<file path="src/rtl/dcache_pkg.sv">
// Shared types, funct3 codes and geometry helpers for the direct-mapped data cache.
package dcache_pkg;

  typedef enum logic [1:0] {
    StIdle,
    StRefill,
    StWrite,
    StDone
  } state_e;

  localparam logic [2:0] LB  = 3'b000;
  localparam logic [2:0] LH  = 3'b001;
  localparam logic [2:0] LW  = 3'b010;
  localparam logic [2:0] LBU = 3'b100;
  localparam logic [2:0] LHU = 3'b101;

  function automatic int unsigned index_bits(input int unsigned sets);
    return $clog2(sets);
  endfunction

  function automatic int unsigned word_bits(input int unsigned words);
    return $clog2(words);
  endfunction

  function automatic int unsigned tag_bits(input int unsigned sets, input int unsigned words);
    return 32 - 2 - $clog2(sets) - $clog2(words);
  endfunction

endpackage

</file>
<file path="src/rtl/dcache_align.sv">
// Load byte/halfword extraction with extension, and store lane steering with byte strobes.
module dcache_align
  import dcache_pkg::*;
(
  input  logic [2:0]  mem_ctrl,
  input  logic [1:0]  offset,
  input  logic [31:0] load_word,
  input  logic [31:0] store_data,
  output logic [31:0] load_data,
  output logic [31:0] store_wdata,
  output logic [3:0]  store_wstrb
);

  logic [31:0] byte_shift;
  logic [31:0] half_shift;

  always_comb begin
    byte_shift = load_word >> {offset, 3'b000};
    half_shift = load_word >> {offset[1], 4'b0000};
    case (mem_ctrl)
      LB:      load_data = {{24{byte_shift[7]}}, byte_shift[7:0]};
      LH:      load_data = {{16{half_shift[15]}}, half_shift[15:0]};
      LBU:     load_data = {24'b0, byte_shift[7:0]};
      LHU:     load_data = {16'b0, half_shift[15:0]};
      default: load_data = load_word;
    endcase
  end

  // Stores only distinguish SB/SH; every other code is a full word.
  always_comb begin
    case (mem_ctrl)
      LB: begin
        store_wdata = {24'b0, store_data[7:0]} << {offset, 3'b000};
        store_wstrb = 4'b0001 << offset;
      end
      LH: begin
        store_wdata = {16'b0, store_data[15:0]} << {offset[1], 4'b0000};
        store_wstrb = offset[1] ? 4'b1100 : 4'b0011;
      end
      default: begin
        store_wdata = store_data;
        store_wstrb = 4'b1111;
      end
    endcase
  end

endmodule

</file>
<file path="src/rtl/dcache.sv">
// Direct-mapped write-through, no-write-allocate data cache for the memory stage.
// Define DCACHE_PERF_CNT_EN to build the hit/miss performance counters.
module dcache
  import dcache_pkg::*;
#(
  parameter int unsigned DATA_WIDTH     = 32,
  parameter int unsigned SETS           = 16,
  parameter int unsigned WORDS_PER_LINE = 4
) (
  input  logic                  clk,
  input  logic                  rst_n,
  input  logic                  req_i,
  input  logic                  we_i,
  input  logic [2:0]            mem_ctrl_i,
  input  logic [31:0]           addr_i,
  input  logic [DATA_WIDTH-1:0] wdata_i,
  output logic [DATA_WIDTH-1:0] rdata_o,
  output logic                  stall_o,
  output logic                  mem_req_o,
  output logic                  mem_we_o,
  output logic [31:0]           mem_addr_o,
  output logic [DATA_WIDTH-1:0] mem_wdata_o,
  output logic [3:0]            mem_wstrb_o,
  input  logic [DATA_WIDTH-1:0] mem_rdata_i,
  input  logic                  mem_ack_i,
  output logic [31:0]           hit_count_o,
  output logic [31:0]           miss_count_o
);

  localparam int unsigned IdxW  = index_bits(SETS);
  localparam int unsigned WordW = word_bits(WORDS_PER_LINE);
  localparam int unsigned TagW  = tag_bits(SETS, WORDS_PER_LINE);

  state_e             state_q, state_d;
  logic [WordW-1:0]   beat_q, beat_d;
  logic [SETS-1:0]    valid_q;
  logic [TagW-1:0]    tag_q  [SETS];
  logic [DATA_WIDTH-1:0] data_q [SETS*WORDS_PER_LINE];

  logic [IdxW-1:0]  idx;
  logic [WordW-1:0] word;
  logic [TagW-1:0]  tag;
  logic             tag_hit;
  logic             load_hit;
  logic [31:0]      load_data;
  logic [31:0]      store_wdata;
  logic [3:0]       store_wstrb;
  logic             refill_we;
  logic             line_done;
  logic             merge_we;

  assign idx      = addr_i[WordW+2 +: IdxW];
  assign word     = addr_i[2 +: WordW];
  assign tag      = addr_i[31 -: TagW];
  assign tag_hit  = valid_q[idx] && (tag_q[idx] == tag);
  assign load_hit = req_i && !we_i && tag_hit;

  dcache_align u_align (
    .mem_ctrl    (mem_ctrl_i),
    .offset      (addr_i[1:0]),
    .load_word   (data_q[{idx, word}]),
    .store_data  (wdata_i),
    .load_data   (load_data),
    .store_wdata (store_wdata),
    .store_wstrb (store_wstrb)
  );

  always_comb begin
    state_d     = state_q;
    beat_d      = beat_q;
    refill_we   = 1'b0;
    line_done   = 1'b0;
    merge_we    = 1'b0;
    stall_o     = 1'b0;
    mem_req_o   = 1'b0;
    mem_we_o    = 1'b0;
    mem_addr_o  = '0;
    mem_wdata_o = '0;
    mem_wstrb_o = '0;
    rdata_o     = '0;
    unique case (state_q)
      StIdle: begin
        if (req_i) begin
          if (we_i) begin
            stall_o = 1'b1;
            state_d = StWrite;
          end else if (tag_hit) begin
            rdata_o = load_data;
          end else begin
            stall_o = 1'b1;
            beat_d  = '0;
            state_d = StRefill;
          end
        end
      end
      StRefill: begin
        stall_o    = 1'b1;
        mem_req_o  = 1'b1;
        mem_addr_o = {tag, idx, beat_q, 2'b00};
        if (mem_ack_i) begin
          refill_we = 1'b1;
          if (beat_q == WordW'(WORDS_PER_LINE - 1)) begin
            line_done = 1'b1;
            beat_d    = '0;
            state_d   = StDone;
          end else begin
            beat_d = beat_q + WordW'(1);
          end
        end
      end
      StWrite: begin
        stall_o     = 1'b1;
        mem_req_o   = 1'b1;
        mem_we_o    = 1'b1;
        mem_addr_o  = {addr_i[31:2], 2'b00};
        mem_wdata_o = store_wdata;
        mem_wstrb_o = store_wstrb;
        if (mem_ack_i) begin
          merge_we = tag_hit;
          state_d  = StDone;
        end
      end
      StDone: begin
        if (!we_i) rdata_o = load_data;
        state_d = StIdle;
      end
      default: state_d = StIdle;
    endcase
  end

  always_ff @(posedge clk or negedge rst_n) begin
    if (!rst_n) begin
      state_q <= StIdle;
      beat_q  <= '0;
      valid_q <= '0;
    end else begin
      state_q <= state_d;
      beat_q  <= beat_d;
      if (line_done) valid_q[idx] <= 1'b1;
    end
  end

  // Tag and data arrays carry no reset; valid_q alone qualifies them.
  always_ff @(posedge clk) begin
    if (refill_we) data_q[{idx, beat_q}] <= mem_rdata_i;
    if (line_done) tag_q[idx] <= tag;
    for (int b = 0; b < 4; b++) begin
      if (merge_we && store_wstrb[b]) data_q[{idx, word}][8*b +: 8] <= store_wdata[8*b +: 8];
    end
  end

`ifdef DCACHE_PERF_CNT_EN
  logic [31:0] hit_q, miss_q;

  always_ff @(posedge clk or negedge rst_n) begin
    if (!rst_n) begin
      hit_q  <= '0;
      miss_q <= '0;
    end else if (state_q == StIdle) begin
      if (load_hit) hit_q <= hit_q + 32'd1;
      if (req_i && !we_i && !tag_hit) miss_q <= miss_q + 32'd1;
    end
  end

  assign hit_count_o  = hit_q;
  assign miss_count_o = miss_q;
`else
  assign hit_count_o  = '0;
  assign miss_count_o = '0;
`endif

endmodule

</file>
<file path="config.mk">
export PLATFORM = sky130hd
export DESIGN_NAME = dcache
export DESIGN_NICKNAME = d
export VERILOG_FILES = /design/src/rtl/dcache_pkg.sv /design/src/rtl/dcache_align.sv /design/src/rtl/dcache.sv
export SDC_FILE = /design/constraint.sdc
export NUM_CORES = 2
export LEC_CHECK = 0
export ABC_AREA = 0
export BUFFER_PORTS_ARGS = -buffer_cell sky130_fd_sc_hd__buf_2
export CAP_MARGIN = 15
export CORE_MARGIN = 5
export CORE_UTILIZATION = 30
export CTS_BUF_LIST = sky130_fd_sc_hd__clkbuf_8
export CTS_CLUSTER_DIAMETER = 100
export CTS_CLUSTER_SIZE = 40
export DETAILED_ROUTE_END_ITERATION = 10
export SETUP_SLACK_MARGIN = 0.1
export SYNTH_ARGS = -nofsm -noshare
export SYNTH_HDL_FRONTEND = slang
export SYNTH_SLANG_ARGS = --single-unit
</file>
<file path="constraint.sdc">
create_clock -name clk -period 4.4 [get_ports clk]
set_input_delay 0.22 -clock clk [delete_from_list [all_inputs] [get_ports clk]]
set_output_delay 0.22 -clock clk [all_outputs]
set_load 0.01 [all_outputs]
</file>
==> results.sh <==
export IMPL_fp_dieW_um=585
export IMPL_die_area_mm2=0.342
export IMPL_worstSkewPairLatency_ps=930
export IMPL_yosysUniqueCellTypes=69
export IMPL_total_nets_final=5978
export IMPL_design_core_area_mm2=0.330
export IMPL_cts_sinks=2452
export IMPL_worst_ep_arrival_time_ps=4420
export IMPL_multi_input_area_mm2=0.0248
export IMPL_worstSetupEndpointType="output port"
export IMPL_initial_antenna_violation_count=24
export IMPL_fillers=30500
export IMPL_achievable_frequency_ghz=0.215
export IMPL_detailroute_via_count=55700
export IMPL_dp_final_hpwl_um=227000
export IMPL_io_pins=271
export IMPL_clock_transition_at_the_registers_of_the_reported_paths_ps=230
export IMPL_tightestPinTransition_ps=1200
export IMPL_globalRouteMet3Util_pct=4.67
export IMPL_p_sw_share_pct=24.9
export IMPL_total_standard_cell_area_after_synthesis_mm2=0.0991
export IMPL_failing_checks="negative setup slack"
export IMPL_starting_density_pct=30.1
export IMPL_drt_wl_total_um=328000
export IMPL_combinationalPowerShare_pct=13.2
export IMPL_maxCapViolations=0
export IMPL_netlist_top_cells_area="edfxtp_1 74%, mux4_2 14%, mux2i_1 1.3%"
export IMPL_ordered_list_of_cells_on_the_worst_path="mux4_2, a22o_1, a221oi_2, xnor2_1, or4_1, or4_4, buf_6, nor4_4, buf_12, buf_12, a21oi_2, o21ba_4, buf_6"
export IMPL_outcome="finished with violations"
export IMPL_globalRouteOverflowTotal=0
export IMPL_ys_seq_elements=2452
export IMPL_flow_area_growth_from_synthesis_pct=17.1
export IMPL_intPower_uw=29500
export IMPL_synth_top_area_cell="edfxtp_1"
export IMPL_synthCells=4988
export IMPL_drt_iter0_drc=7758
export IMPL_crit_path_max_incr_delay_ps=500
export IMPL_critical_path_required_ps=4180
export IMPL_synth_sequential_area_ratio_pct=74.2
export IMPL_tritonroute_pass_1_iters=8
export IMPL_power_share_clock_pct=20.8
export IMPL_power_switching_uw=9770
export IMPL_antenna_left=0
export IMPL_timing_critical_path_fanout_max=2
export IMPL_report_final_hold_viol_count=0
export IMPL_area_taken_by_flip_flops_and_latches_mm2=0.0735
export IMPL_clockRootBuffer="clkbuf_8"
export IMPL_total_leakage_power_uw=0.0370
export IMPL_whs_ps=83.3
export IMPL_routed_wire_length_per_instance_um=31.9
export IMPL_timing_final_max_slew_violations=0
export IMPL_timing_setup_critical_path_class="reg -> out"
export IMPL_finalClockSkew_ps=130
export IMPL_power_density_cell_area_mw_per_mm2=338
export IMPL_rows=211
export IMPL_chipHeight_um=585
export IMPL_tritoncts_num_buffers=74
export IMPL_htree_levels=3
export IMPL_yosys_top_cells_count="2432 x edfxtp_1, 634 x mux4_2, 192 x nand2_1"
export IMPL_synth_area_per_cell_um2=19.9
export IMPL_detail_route_drc_violations=0
export IMPL_grt_util_all_layers_pct=18.6
export IMPL_detail_route_vias_per_cell=5.43
export IMPL_synth_most_common_cell="edfxtp_1"
export IMPL_place_congestion=1.02
export IMPL_numPortBuffers=204
export IMPL_grt_max_degree=73
export IMPL_yosys_area_top_type_share_pct=73.7
export IMPL_placement_setup_worst_slack_ps=-630
export IMPL_finalCritPeriodShare_pct=106
export IMPL_async_reset_ff_share_pct=0.816
export IMPL_clock_path_buffers=3
export IMPL_finalWorstPathRequiredPeriod_ps=4640
export IMPL_grt_pass1_vias=54400
export IMPL_tritoncts="done"
export IMPL_layout_drive_gt1_share_pct=33.7
export IMPL_worst_ir_drop_vdd_v=0.000224
export IMPL_timing_slew_headroom_pct=19.3
export IMPL_timing_hold_worst_class="in -> reg"
export IMPL_slowest_stage="or4_1"
export IMPL_predominant_post_synthesis_flop_cell="edfxtp_1"
export IMPL_wire_length_of_the_first_global_routing_pass_um=447000
export IMPL_use_met1_pct=24.9
export IMPL_synth_enable_flop_cells=2432
export IMPL_grtUsageMet2_pct=29.4
export IMPL_final_setup_worst_slack_ps=-244
export IMPL_yosys_warnings=0
export IMPL_report_final_setup_viol=1992
export IMPL_startpoint_type="register"
export IMPL_top_usage_layer="met2"
export IMPL_power_sequential_fraction_pct=66.0
export IMPL_grt_setup_unrepaired="true"
==> worst max-delay path: cells and delay by family, from the launching register on <==
family,cells,cell delay (ps)
AND/OR/NAND/NOR,3,1230
buffers and inverters,4,560
XOR/XNOR,1,130
flip-flops,1,420
multiplexers,1,470
AO/OA/AOI/OAI,4,700
==> power by group through the flow <==
stage | Sequential [uW] | Clock, uW | Combinational, uW
3_5_place_dp | 26400 | 0 | 4840
3_3_place_gp | 26400 | 0 | 4800
6_report | 25900 | 8170 | 5170
2_1_floorplan | 26400 | 0 | 2410
5_1_grt | 25900 | 9120 | 5380
4_1_cts | 25900 | 8340 | 5160
==> final cells by class <==
type	count	area share, %
timing repair buffer	1120	9.35
clock inverter	23	0.198
clock buffer	76	0.901
antenna	17	0.0367
inverter	14	0.0496
multi-input combinational	2206	21.4
tap	4366	4.71
sequential	2452	63.4
==> cell usage in the layout, fill, tap and decap left out, types with 80 or more instances in the layout <==
master and count:
a21oi_1 102, a22oi_1 93, buf_12 175, buf_2 185
buf_4 607, edfxtp_1 2432, mux2i_1 132, mux4_2 634
nand2_1 179, nor2_1 80, o21ai_0 148, o21ai_1 97
==> metal layers <==
metal  wire length (um)  vias up
li1                   -    22100
met1             127000    29900
met2             153000     3234
met3              34200      512
met4              13300        6
met5                184        -
==> kinds of logic (layout without fill, tap and decap cells) <==
logic type / Yosys count / after routing / synth area share, %
fa+ha+maj: 6 / 6 / 0.0758
other cells: 1 / 83 / 0.00378
mux: 793 / 793 / 16.0
buf+inv: 396 / 1233 / 2.05
simple gates: 632 / 633 / 3.17
flops: 2452 / 2452 / 74.2
compound gates: 675 / 675 / 4.16
xor+xnor: 33 / 33 / 0.292
==> sequential cells by signal, summed over array words and instances, names as in the netlist <==
name / flops
beat_q: 2
valid_q: 16
state_q: 2
tag_q: 384
data_q: 2048
==> through the flow <==
stage          std cells  area (um^2)  TNS [ps]  util (%)  power [uW]
4_1_cts            10200       115000   -153730      35.0       39400
6_report           10300       116000   -125440      35.2       39200
2_1_floorplan       5053        99500    -19190         -       28800
3_5_place_dp       10100       112000  -1020120      34.1       31300
3_3_place_gp       10100       112000   -757840      34.1       31200
5_1_grt            10300       116000   -248660      35.2       40400
==> worst paths after layout <==
path | from | endpoint | slack, ps | cells after the start
min in group asynchronous | rst_n | valid_q[5] | 470 | 3
min | wdata_i[21] | data_q[21][21] | 80 | 4
max reg2reg | tag_q[7][23] | data_q[47][29] | -200 | 14
min reg2reg | valid_q[3] | valid_q[3] | 480 | 1
max | tag_q[7][23] | stall_o | -240 | 13
max in group asynchronous | rst_n | valid_q[0] | 3550 | 4
==> repair_timing <==
item / 4_1_cts / 5_1_grt
gates resized for setup: 127 / 103
setup endpoints to repair: 2934 / 3258
hold buffers: 70 / 0
buffers inserted: 17 / 6
pin swaps: 15 / 11
endpoints found under the hold margin: 2017 / 0
gates cloned: 8 / 5
Power figures use the tool's default switching activity.
